===== src/rtl/mem_arbiter.sv =====
// mem_arbiter: two-master / one-slave arbiter for the PicoRV32 native memory bus.
// Master 0 is the CPU and master 1 is the loader/monitor. Grants are registered,
// a grant is held for exactly one transaction, and a watchdog forces completion
// when the slave stalls.
// Latency: one cycle from an IDLE valid to s_valid; ready is passed through with
// no added delay. There is at least one IDLE cycle between transactions.
// Backpressure: a master holds valid and its payload until its ready. The loser
// of arbitration simply waits.
// Ports: clk, reset (sync, active-high); m0_*/m1_* master request/response sets;
//        s_* slave request/response; grant (one-hot owner); timeout_err (pulse).
// Build option: define MEM_ARBITER_ROUND_ROBIN_EN for round-robin tie-breaking.
//               Otherwise master 1 wins every tie.
module mem_arbiter #(
  parameter int          TIMEOUT_CYCLES = 255,
  parameter logic [31:0] TIMEOUT_RDATA  = 32'hDEADBEEF
) (
  input  logic        clk,
  input  logic        reset,
  input  logic        m0_valid,
  input  logic        m0_instr,
  input  logic [31:0] m0_addr,
  input  logic [31:0] m0_wdata,
  input  logic [3:0]  m0_wstrb,
  output logic        m0_ready,
  output logic [31:0] m0_rdata,
  input  logic        m1_valid,
  input  logic        m1_instr,
  input  logic [31:0] m1_addr,
  input  logic [31:0] m1_wdata,
  input  logic [3:0]  m1_wstrb,
  output logic        m1_ready,
  output logic [31:0] m1_rdata,
  output logic        s_valid,
  output logic        s_instr,
  output logic [31:0] s_addr,
  output logic [31:0] s_wdata,
  output logic [3:0]  s_wstrb,
  input  logic        s_ready,
  input  logic [31:0] s_rdata,
  output logic [1:0]  grant,
  output logic        timeout_err
);

  localparam int TW   = (TIMEOUT_CYCLES == 0) ? 1 : $clog2(TIMEOUT_CYCLES + 1);
  localparam int TMAX = (TIMEOUT_CYCLES == 0) ? 0 : TIMEOUT_CYCLES - 1;
  localparam logic [TW-1:0] TLAST = TMAX[TW-1:0];
  localparam bit TO_EN = (TIMEOUT_CYCLES != 0);

  typedef enum logic {IDLE = 1'b0, BUSY = 1'b1} state_t;

  state_t          state, state_nxt;
  logic [1:0]      grant_nxt;
  logic            last, last_nxt;   // 0 = master 0 served last, 1 = master 1
  logic [TW-1:0]   tcnt, tcnt_nxt;
  logic            gvalid;
  logic            timeout_hit;
  logic            pick_m1;
  logic            tie_m1;

  // The owner's valid is still up. Because grant is zero in IDLE, this is
  // also zero there.
  assign gvalid = (grant[0] & m0_valid) | (grant[1] & m1_valid);

  // Watchdog fires only for a live request. If the owner has already dropped
  // valid, that is an abort, and no forced ready is given. A real s_ready in
  // the same cycle wins over the watchdog.
  assign timeout_hit = TO_EN && (state == BUSY) && gvalid && !s_ready && (tcnt == TLAST);

`ifdef MEM_ARBITER_ROUND_ROBIN_EN
  assign tie_m1 = ~last;
`else
  assign tie_m1 = 1'b1;
`endif

  assign pick_m1 = m1_valid & (~m0_valid | tie_m1);

  // State register
  always_ff @(posedge clk) begin
    if (reset) begin
      state <= IDLE;
      grant <= 2'b00;
      last  <= 1'b1;
      tcnt  <= '0;
    end else begin
      state <= state_nxt;
      grant <= grant_nxt;
      last  <= last_nxt;
      tcnt  <= tcnt_nxt;
    end
  end

  // Next-state logic
  always_comb begin
    state_nxt = state;
    grant_nxt = grant;
    last_nxt  = last;
    tcnt_nxt  = tcnt;
    case (state)
      IDLE: begin
        if (m0_valid || m1_valid) begin
          state_nxt = BUSY;
          grant_nxt = pick_m1 ? 2'b10 : 2'b01;
          last_nxt  = pick_m1;
          tcnt_nxt  = '0;
        end
      end
      BUSY: begin
        if (s_ready || !gvalid || timeout_hit) begin
          state_nxt = IDLE;
          grant_nxt = 2'b00;
        end else if (TO_EN) begin
          tcnt_nxt = tcnt + 1'b1;
        end
      end
      default: begin
        state_nxt = IDLE;
        grant_nxt = 2'b00;
      end
    endcase
  end

  // Output logic: routing is a pure function of the registered grant.
  always_comb begin
    s_valid     = gvalid & ~timeout_hit;
    s_instr     = 1'b0;
    s_addr      = 32'h0;
    s_wdata     = 32'h0;
    s_wstrb     = 4'h0;
    if (grant[0]) begin
      s_instr = m0_instr;
      s_addr  = m0_addr;
      s_wdata = m0_wdata;
      s_wstrb = m0_wstrb;
    end else if (grant[1]) begin
      s_instr = m1_instr;
      s_addr  = m1_addr;
      s_wdata = m1_wdata;
      s_wstrb = m1_wstrb;
    end
    m0_ready    = grant[0] & (s_ready | timeout_hit);
    m1_ready    = grant[1] & (s_ready | timeout_hit);
    m0_rdata    = (grant[0] & timeout_hit) ? TIMEOUT_RDATA : s_rdata;
    m1_rdata    = (grant[1] & timeout_hit) ? TIMEOUT_RDATA : s_rdata;
    timeout_err = timeout_hit;
  end

endmodule


===== config.mk =====
export PLATFORM = sky130hd
export DESIGN_NAME = mem_arbiter
export DESIGN_NICKNAME = d
export VERILOG_FILES = /design/src/rtl/mem_arbiter.sv
export SDC_FILE = /design/constraint.sdc
export NUM_CORES = 1
export LEC_CHECK = 0
export BUFFER_PORTS_ARGS = -buffer_cell sky130_fd_sc_hd__buf_2
export CORE_AREA = 4 4 120 122
export DETAILED_ROUTE_END_ITERATION = 8
export DIE_AREA = 0 0 124 126
export SYNTH_ARGS = -nofsm -noshare
export SYNTH_HDL_FRONTEND = slang
export SYNTH_SLANG_ARGS = --single-unit

===== constraint.sdc =====
create_clock -name clk -period 2.5 [get_ports clk]
set_input_delay 0.5 -clock clk [delete_from_list [all_inputs] [get_ports clk]]
set_output_delay 0.5 -clock clk [all_outputs]
set_load 0.05 [all_outputs]

# --- After elaboration in Yosys (flattened, before gate mapping) ---
# Index checks and enable logic that the tools add are counted.
totals:
  output_inout_bits: 139
  in_bits: 175
  register_bits: 11
  wordCells: 49
op_classes:
  reduce_logical: 10
  addsub: 1
  n_eq_ne: 4
  muxes: 20
  bitwise_logic: 11
ops:
  columns: ["operator", "n"]
  rows:
  - ["two-way mux 32 bit", 6]
  - ["two-way mux 8 bit", 2]
  - ["case mux 8 bit (2 select lines)", 1]
  - ["adder 8 x 1 -> 8 bit, second input constant", 1]
  - ["== test 8 bit, second input constant", 1]
  - ["two-way mux 4 bit", 2]
  - ["AND 1 bit", 7]
  - ["two-way mux 2 bit", 3]
  - ["two-way mux 1 bit", 4]
  - ["!= test 2 bit, second input constant", 2]
  - ["case mux 2 bit (2 select lines)", 1]
  - ["AND reduction 2 bit", 2]
  - ["logical AND 1 bit", 3]
  - ["logical OR 1 bit", 3]
  - ["zero test 1 bit", 2]
  - ["!= test 2 x 1 -> 1 bit, second input constant", 1]
  - ["inverter 1 bit", 2]
  - ["bitwise OR 1 bit", 2]
  - ["case mux 1 bit (2 select lines)", 1]

# --- Longest topological paths before layout ---
depth:
  ltp_word: 8
  depth_mapped: 7
  ltp_nobuf: 6

# --- Worst setup path after synthesis ---
# Ideal clock, no wire load.
synth_path:
  path_type: "register to output"
  startpoint: "register grant[1]"
  endpoint: "output m0_rdata[10]"
  arrival_time_ns: 2.547
  slack_ns: -0.547
  required_time_ns: 2.000
  path_buffers: 1
  stages_incl_launch_ff: 6
  cell_sequence: "dfxtp_1 a22oi_2 nor4_4 nand2_1 clkbuf_1 nand2b_1"
synth_between:
  elab_chain_cells: 7
synth_rtl:
  columns: ["element", "line_no", "source"]
  rows:
  - ["start, declared", "40", "output logic [1:0] grant,"]
  - ["start signal, assigned", "86", "grant <= grant_nxt;"]
  - ["AND 1 bit", "62", "assign gvalid = (grant[0] & m0_valid) | (grant[1] & m1_valid);"]
  - ["bitwise OR 1 bit", "62", null]
  - ["logical AND 1 bit (3 in a row)", "67", "assign timeout_hit = TO_EN && (state == BUSY) && gvalid && !s_ready && (tcnt == TLAST);"]
  - ["net timeout_err", "41", "output logic timeout_err"]
  - ["AND 1 bit", "142", "m0_rdata = (grant[0] & timeout_hit) ? TIMEOUT_RDATA : s_rdata;"]
  - ["two-way mux 32 bit", "142", null]
  - ["end, declared", "25", "output logic [31:0] m0_rdata,"]
# The timed path passes the listed nets, and every way through them passes these cells.

# --- Final worst setup path ---
layout_path:
  startpoint: "register tcnt[4]"
  endpoint: "output m1_rdata[12]"
layout_between:
  elab_chain_cells: 4
layout_rtl:
  columns: ["element", "line_no", "source"]
  rows:
  - ["start, declared", "54", "logic [TW-1:0] tcnt, tcnt_nxt;"]
  - ["start signal, assigned", "88", "tcnt <= tcnt_nxt;"]
  - ["== test 8 bit", "67", null]
  - ["logical AND 1 bit", "67", null]
  - ["AND 1 bit", "143", "m1_rdata = (grant[1] & timeout_hit) ? TIMEOUT_RDATA : s_rdata;"]
  - ["two-way mux 32 bit", "143", null]
  - ["end, declared", "32", "output logic [31:0] m1_rdata,"]
# Every way passes these cells.

==> results.cfg <==
[drt]
route.final.wire_length_um = 11600
vias_per_instance = 4.26
drt_first_iter_violations = 81
dr.pass1.iters = 4
route.detailed.wl_per_inst_um = 16.1
drc_errors = 0
via_count = 3073
ant_nets = 0

[synth]
yosys.cell_types.count = 36
ys_dominant_reg_cell = dfxtp_1
synth_seq_area_share = 0.123
yosys_warnings = 0
post_synth.cell_area_avg_sq_um = 7.46
synth_async_sr_flop_share = 0
synthesis.area_sq_um = 1800
synth.net_count = 418
ys_ff_latch = 11
synth_enable_flop_cells = 0
postSynthCellCount = 241

[die]
ioPinCount = 314
dieArea_sq_um = 15600
initial_core_util = 0.136
die_h_um = 126
core_sq_um = 13200
horizontal_extent_of_the_die_um = 124
placement_rows = 42

[min_path]
holdCritPathClass = flop to flop
min_from = tcnt[0]
hold_depth = 2
worst_hold_path.endpoint = tcnt[0]

[placed_design]
dp_slack_ns = 0.137
port_buffers = 313
place_hpwl_um = 10200
gp_congestion = 0.778

[critical_path]
crit-reg2reg-launch = grant[0]
timing.reg2reg.worst_path_depth = 5
critical_path.reg2reg.endpoint = tcnt[6]
crit_type = flop to output port
worstSetupStartpointType = flop
worst-endpoint-required_ns = 2.00
regToRegSetupSlack_ns = 0.75
endpoint_kind = output port
critPathArrivalTime_ns = 1.91
critical_path_fanouts_max = 32

[cts]
cts-buffers-inserted = 3
clk_latency_ns = 0.24
cts_root_buf = clkbuf_16
cts.sink_count = 11
max-clock-path-buffers = 2
worst_setup_hold_path_clk_slew_ns = 0.04
tritoncts_clock_tree = done
htree_levels = 1

[power]
power_per_cell_area_nw_per_um2 = 381
vdd_drop_max_uv = 179
power_leakage_nw = 2.46

[timing]
fin_skew_ns = 0.00143
min_period_over_period = 0.965
report.final.setup_viol = 0
achievable-frequency_mhz = 415
layout_setup_ws_ns = 0.0886
rsz0062_at_grt = true
whs_ns = 0.530
worst-slew-pin-transition_ns = 0.544
final-hold-violation-count = 0
timing.final.max_slew_violations = 0
slew-limit-headroom = 0.636
final.min_clock_period_ns = 2.41

[layout]
nFillCells = 1447
syn2layout_area_growth_pct = 132
final_net_count = 723
post_route_cells_drive_above_1_share = 0.743
antenna_cells_inserted = 0

[run]
max_cap_violations = 0

[grt]
grt_pass1_vias = 2932
globalRouteTotalUtil = 0.132
number_of_antenna_violations_at_the_first_check_in_global_routing = 0
leftover_overflow_at_the_end_of_global_routing = 0
grt_start_max_net_pins = 61
grt_pass1_wl_um = 16300

[outcome]
run_status = finished clean
metal layers:
layer | track usage | routed length (um) | vias to the layer above
li1 | - | - | 1523
met1 | 0.149 | 4250 | 1351
met2 | 0.252 | 5940 | 193
met3 | 0.0247 | 1270 | 6
met4 | 0.0251 | 167 | 0
met5 | 0 | 0 | -
repair_timing:
action / CTS / global route
pin swaps: 1 / 0
hold buffers: 0 / 0
cloned: 0 / 0
buffers inserted: 0 / 3
setup endpoints to repair: 44 / 61
resized for setup: 0 / 16
worst max path at each step:
stage	slack, ns	end	start	cells after the start
after global routing	-0.02	m0_rdata[22]	tcnt[0]	8
final	0.09	m1_rdata[12]	tcnt[4]	6
after detailed placement	0.14	m0_rdata[22]	m0_valid	7
after floorplan	-0.08	m0_rdata[10]	m0_valid	5
after global placement	0.16	m0_rdata[22]	m0_valid	7
after CTS	0.03	m0_rdata[22]	grant[0]	6
placed cells by master (no fill, tap or decap), drive strengths merged, types with 4 or more instances in the layout:
cell and n:
clkbuf 20, a21oi 6, o211ai 5, nand3 4, buf 311, nand4 7, nand2 5, nor2 8
nand2b 50, dfxtp 11, and2 17, a22o 69
sequential cells by signal (all words and copies together) (netlist names):
| signal | cells |
|---|---|
| state | 1 |
| tcnt | 8 |
| grant | 2 |
logic make-up (layout without fill, tap and decap cells):
| group | count (synthesis) | after routing | share of synthesized area |
|---|---|---|---|
| AO/OA/AOI/OAI | 92 | 92 | 0.427 |
| adder cells (fa/ha/maj) | 2 | 2 | 0.0139 |
| buffers and inverters | 29 | 333 | 0.0620 |
| flip-flops | 11 | 11 | 0.123 |
| multiplexers | 2 | 2 | 0.0111 |
| AND/OR/NAND/NOR | 105 | 105 | 0.364 |
report_power, final:
| part | internal (W) | switching, W |
|---|---|---|
| Sequential | 0.000180 | 0.00000564 |
| Combinational | 0.000359 | 0.000746 |
| Clock | 0.000214 | 0.0000824 |
| Total | 0.000753 | 0.000834 |
per-stage QoR:
step                 util  std cells  setup TNS (ns)  total power, W  cell area [sq um]
floorplan               -        241           -4.36        0.000952               2250
CTS                 0.311        718               0         0.00160               4100
global placement    0.305        714               0         0.00129               4020
detailed placement  0.305        714               0         0.00130               4020
global route        0.316        721         -0.0218         0.00167               4160
finish              0.316        721               0         0.00159               4160
synth_stat cells (4+ instances only):
library cell,count,area (sq um)
o211ai_1,5,37.5
a22o_1,69,604
nand3_1,4,20.0
nand4_1,7,43.8
a21oi_1,6,30.0
and2_1,17,106
nor2_1,8,30.0
clkbuf_1,23,86.3
nand2b_1,50,313
nand2_1,5,18.8
dfxtp_1,11,220
layout make-up:
cell class	instances	area (sq um)	area share
clock buffers	4	78.8	0.0189
well taps	176	220	0.0529
repair buffers	327	1760	0.424
flip-flops and latches	11	230	0.0553
multi-input cells	201	1860	0.447
inverters	2	7.51	0.00180
critical path, cell delays in order, from the launching register on:
cell and delay, ns:
dfxtp_1 0.45, nand4_1 0.18, nor4_4 0.32, nand2_2 0.10
buf_12 0.21, nand2b_4 0.10, buf_2 0.26
Note: power is estimated with default switching activity, not from simulation.
